<file path="src/rtl/product_accumulator.sv">
// -----------------------------------------------------------------------------
// product_accumulator
//
// Accumulates unsigned 2N-bit products from the upstream multiplier into a
// wide saturating accumulator. A beat tagged with in_last closes the block:
// the finished sum, beat count and overflow flag are loaded into registered
// outputs and held behind an out_valid/out_ready handshake.
//
// Ports:
//   clk        - clock, rising edge
//   rst        - asynchronous active-high reset
//   clear      - synchronous clear of the accumulation in progress (ACCUM only)
//   in_valid   - product beat valid
//   in_ready   - block can accept a beat (ACCUM state and not in reset)
//   product    - unsigned 2N-bit product
//   in_last    - marks the final beat of a block
//   out_valid  - result valid
//   out_ready  - downstream accepts the result
//   acc_out    - saturated block sum
//   count_out  - saturated beat count of the block
//   overflow   - the block sum saturated
// -----------------------------------------------------------------------------
module product_accumulator #(
  parameter int N     = 16,
  parameter int ACC_W = 2*N + 8,
  parameter int CNT_W = 8
) (
  input  logic             clk,
  input  logic             rst,
  input  logic             clear,
  input  logic             in_valid,
  output logic             in_ready,
  input  logic [2*N-1:0]   product,
  input  logic             in_last,
  output logic             out_valid,
  input  logic             out_ready,
  output logic [ACC_W-1:0] acc_out,
  output logic [CNT_W-1:0] count_out,
  output logic             overflow
);

  localparam logic [0:0] ACCUM = 1'b0;
  localparam logic [0:0] HOLD  = 1'b1;

  logic [0:0]       state_r;
  logic [ACC_W-1:0] acc_r;
  logic [CNT_W-1:0] cnt_r;
  logic             ovf_r;
  logic             out_valid_r;
  logic [ACC_W-1:0] acc_out_r;
  logic [CNT_W-1:0] count_out_r;
  logic             overflow_r;

  logic [ACC_W:0]   sum_s;
  logic [ACC_W-1:0] acc_nxt_s;
  logic [CNT_W-1:0] cnt_nxt_s;
  logic             ovf_nxt_s;
  logic             accept_s;

  // Ready depends on state only; held low while reset is asserted.
  assign in_ready  = (state_r == ACCUM) && !rst;
  assign out_valid = out_valid_r;
  assign acc_out   = acc_out_r;
  assign count_out = count_out_r;
  assign overflow  = overflow_r;

  // Next accumulator values for an accepted beat: saturating add and count.
  always_comb begin
    accept_s  = in_valid && in_ready;
    sum_s     = {1'b0, acc_r} + {{(ACC_W+1-2*N){1'b0}}, product};
    acc_nxt_s = sum_s[ACC_W-1:0];
    ovf_nxt_s = 1'b0;
    cnt_nxt_s = cnt_r;
    // Once saturated, the block stays pinned at all-ones.
    if (sum_s[ACC_W] || ovf_r) begin
      acc_nxt_s = {ACC_W{1'b1}};
      ovf_nxt_s = 1'b1;
    end else begin
      acc_nxt_s = sum_s[ACC_W-1:0];
      ovf_nxt_s = 1'b0;
    end
    if (cnt_r == {CNT_W{1'b1}}) begin
      cnt_nxt_s = cnt_r;
    end else begin
      cnt_nxt_s = cnt_r + {{(CNT_W-1){1'b0}}, 1'b1};
    end
  end

  // Block state machine, accumulator and registered result outputs.
  always_ff @(posedge clk or posedge rst) begin
    if (rst) begin
      state_r     <= ACCUM;
      acc_r       <= {ACC_W{1'b0}};
      cnt_r       <= {CNT_W{1'b0}};
      ovf_r       <= 1'b0;
      out_valid_r <= 1'b0;
      acc_out_r   <= {ACC_W{1'b0}};
      count_out_r <= {CNT_W{1'b0}};
      overflow_r  <= 1'b0;
    end else begin
      case (state_r)
        ACCUM: begin
          // clear wins over a coincident beat, including its in_last.
          if (clear) begin
            acc_r <= {ACC_W{1'b0}};
            cnt_r <= {CNT_W{1'b0}};
            ovf_r <= 1'b0;
          end else if (accept_s) begin
            acc_r <= acc_nxt_s;
            cnt_r <= cnt_nxt_s;
            ovf_r <= ovf_nxt_s;
            if (in_last) begin
              acc_out_r   <= acc_nxt_s;
              count_out_r <= cnt_nxt_s;
              overflow_r  <= ovf_nxt_s;
              out_valid_r <= 1'b1;
              state_r     <= HOLD;
            end else begin
              state_r     <= ACCUM;
            end
          end else begin
            state_r <= ACCUM;
          end
        end
        HOLD: begin
          // Result outputs keep their values; only the working state resets.
          if (out_ready) begin
            acc_r       <= {ACC_W{1'b0}};
            cnt_r       <= {CNT_W{1'b0}};
            ovf_r       <= 1'b0;
            out_valid_r <= 1'b0;
            state_r     <= ACCUM;
          end else begin
            state_r <= HOLD;
          end
        end
        default: begin
          state_r     <= ACCUM;
          out_valid_r <= 1'b0;
        end
      endcase
    end
  end

endmodule

</file>
<file path="config.mk">
export PLATFORM = sky130hd
export DESIGN_NAME = product_accumulator
export DESIGN_NICKNAME = d
export VERILOG_FILES = /design/src/rtl/product_accumulator.sv
export SDC_FILE = /design/constraint.sdc
export NUM_CORES = 1
export LEC_CHECK = 0
export ABC_AREA = 1
export CAP_MARGIN = 20
export CORE_MARGIN = 2
export CORE_UTILIZATION = 40
export CTS_CLUSTER_DIAMETER = 50
export DETAILED_ROUTE_END_ITERATION = 8
export PLACE_DENSITY_LB_ADDON = 0.3
export SETUP_SLACK_MARGIN = 0.2
export SYNTH_ARGS = -nofsm -noshare
export SYNTH_HDL_FRONTEND = slang
export SYNTH_SLANG_ARGS = --single-unit
export TNS_END_PERCENT = 10
</file>
<file path="constraint.sdc">
create_clock -name clk -period 9.69 [get_ports clk]
set_input_delay 1.938 -clock clk [delete_from_list [all_inputs] [get_ports clk]]
set_output_delay 1.938 -clock clk [all_outputs]
set_load 0.03 [all_outputs]
</file>
==> flow_metrics.tcl <==
set metrics [dict create \
    arrival_ns 3.23 \
    cpLargestDelayFamily "buffers and inverters" \
    endpoint_kind "output pin" \
    routabilityCongestion 0.918 \
    syn_inst 1057 \
    yosys_warnings 0 \
    insertion_delay_ns 0.35 \
    layout_worst_path_cycle_share_pct 53.3 \
    post-synth-top-area-fraction_pct 36.3 \
    vias 6515 \
    viasPerCell 4.79 \
    grt_use_total_pct 21.7 \
    synth_area_leader_cell "dfrtp_1" \
    synth_edf_count 0 \
    power_density_mw_per_mm2 160 \
    path_clk_slew_ns 0.06 \
    cpPeakStageDelay_ns 0.68 \
    syn_area_sq_mm 0.00689 \
    die_w_um 135 \
    grt_overflow 0 \
    rows 47 \
    yosys_most_used_dff "dfrtp_1" \
    r2r-start "acc_r[0]" \
    met2RoutedLength_mm 8.47 \
    cts_max_path_buffers 2 \
    die_area_sq_mm 0.0183 \
    crit_top_cell "clkdlybuf4s50_1" \
    post_cts_resized 0 \
    hp-start "acc_out[2]" \
    slew_headroom_pct 38.1 \
    post_cts_buffers 0 \
    grt_start_max_net_pins 57 \
    detail_route.drc_violations 0 \
    antenna_found_initial 0 \
    status "completed" \
    pin_count 89 \
    synth.avg_cell_area_sq_um 6.52 \
    dr.pass1.iters 5 \
    setup_ws_ns 4.52 \
    wl_met1_mm 9.28 \
    mostFrequentLayoutCell "nand2_1" \
    fin_nets 1206 \
    finalSetupViolCount 0 \
    crit_buf_inv 2 \
    wl_mm 18.8 \
    period_needed_ns 5.17 \
    critPathLaunchType "primary input" \
    syn_to_final_growth_pct 19.6 \
    postRouteAntennaNets 0 \
    cts_tree "yes" \
    wl_met3_um 854 \
    mostFrequentLayoutCells "nand2_1, inv_1, dfrtp_1" \
    max_cap_viol_count 0 \
    crit_required_ns 7.75 \
    ctsHtreeMaxLevel 3 \
    rsz0062_at_grt "no" \
    worst_hold_path_type "reg -> reg" \
    grt_pass1_vias 6280 \
    die_h_um 135 \
    synth-seq-cells 100 \
    critPathSlowestCell "clkdlybuf4s50_1" \
    hold_violations 0 \
    finClkSkew_ns 0.00819 \
    worstMarginPinSlew_ns 0.928 \
    dp_hpwl_mm 14.4 \
    dpl_worst_slack_ns 4.47 \
    io_buffers 88 \
    crit_chain "clkdlybuf4s50_1 -> nor2_1 -> clkdlybuf4s50_1" \
    cts_buffers 9 \
    top_layer_used "met4" \
    finalSetupTns_ns 0 \
    seq_area_frac_synth_pct 36.3 \
    holdBufCountCts 0 \
    syn-num-nets 1129 \
    drtIter0Drc 529 \
    cts_sinks 100 \
    synth_top_cells_by_area "dfrtp_1, nand2_1, inv_1" \
    p_leak_nw 4.35 \
    initial_core_util_pct 41.2 \
    worstSetupStartpoint "rst" \
    diodes 0 \
    vdd_ir_drop_max_mv 0.0924 \
    routedWlPerCell_um 13.9 \
    crit_fanout 2 \
    critPathKind "in -> out" \
    cts_root_buf "clkbuf_16" \
    grt_first_pass_wirelength_mm 31.5 \
    coreArea_sq_mm 0.0167 \
    synth_cell_types 32 \
    slew_viol_final 0 \
    max_freq_mhz 194 \
    postSynth.asyncResetShare_pct 100 \
    drive_gt1_share_pct 4.21 \
]
## synthesized netlist by cell type, types with 2 or more instances
| cell type | n |
|---|---|
| o21bai_1 | 3 |
| ha_1 | 33 |
| dfrtp_1 | 100 |
| xnor2_1 | 21 |
| buf_2 | 7 |
| buf_6 | 4 |
| a21oi_1 | 24 |
| nand2_1 | 469 |
| o22ai_1 | 4 |
| inv_2 | 6 |
| nand2_2 | 11 |
| inv_1 | 130 |
| nand3_1 | 62 |
| nand4_1 | 3 |
| o21a_1 | 2 |
| nor3_1 | 12 |
| clkbuf_1 | 13 |
| xor2_1 | 4 |
| nor2_1 | 89 |
| nand3_2 | 2 |
| a31oi_1 | 16 |
| a21boi_0 | 2 |
| nor2_2 | 6 |
| o21ai_0 | 26 |
## area by class of cell
cell class	count	area [sq um]
fill	1773	8460
multi-input combinational	795	3730
sequential	100	2500
timing repair buffer	92	911
inverter	136	513
tap	220	275
clock buffer	9	225
clock inverter	7	76.3
## flip-flops by register name (all words and copies together), names as in the netlist
register,count
acc_out,40
acc_r,40
cnt_r,8
count_out,8
out_valid,1
overflow,1
ovf_r,1
state_r,1
## worst paths after layout
kind,cells past startpoint,end,slack (ns)
worst max-delay path,3,in_ready,4.52
worst min-delay path,2,acc_out[2],0.48
worst min register to register,2,acc_out[2],0.48
max in group asynchronous,3,acc_r[15],6.54
min in group asynchronous,2,count_out[2],2.03
worst max register to register,13,acc_out[30],6.45
## kinds of logic (layout without fill, tap and decap cells)
logic type,Yosys count,after routing,share of synthesized area (%)
compound gates,79,79,6.41
xor+xnor,25,25,3.18
fa+ha+maj,34,34,6.29
buf+inv,162,244,9.56
flops,100,100,36.3
mux,1,1,0.145
simple gates,656,656,38.1
## worst reg2reg max path, stage by stage (launching register included)
cell and delay [ns]:
dfrtp_1 0.39, ha_1 0.23, fa_1 0.43, nand3_1 0.10, nand3_1 0.17, nand2_1 0.10
nand3_1 0.11, nand3_1 0.11, nand3_2 0.14, nor2_4 0.55, buf_4 0.47, nand3_1 0.19
nand2_1 0.09, nand2_1 0.06
## through the flow
stage	cells	util (%)	power [mW]	area (sq um)	hold slack [ns]
after detailed placement	1343	47.5	0.959	7940	0.465
after global routing	1359	49.3	1.40	8240	0.507
after CTS	1359	49.3	1.33	8240	0.485
after global placement	1343	47.5	0.956	7940	0.464
after floorplan	1057	-	0.792	6890	0.453
final	1359	49.3	1.32	8240	0.477
## layer usage
metal  GRT usage, %  vias to the layer above
met1           31.5                     2957
met5              0                        -
li1               -                     3415
met4           4.75                        0
met2           34.6                      127
met3           3.14                       16
## report_power, final
group          total [mW]  internal (mW)  leakage (nW)  switching, mW
logic               0.448          0.172          2.90          0.275
clock network       0.368          0.202         0.142          0.166
registers           0.504          0.471          1.31         0.0336
total                1.32          0.845          4.35          0.475
No activity file was read; power rests on OpenSTA's default activity.
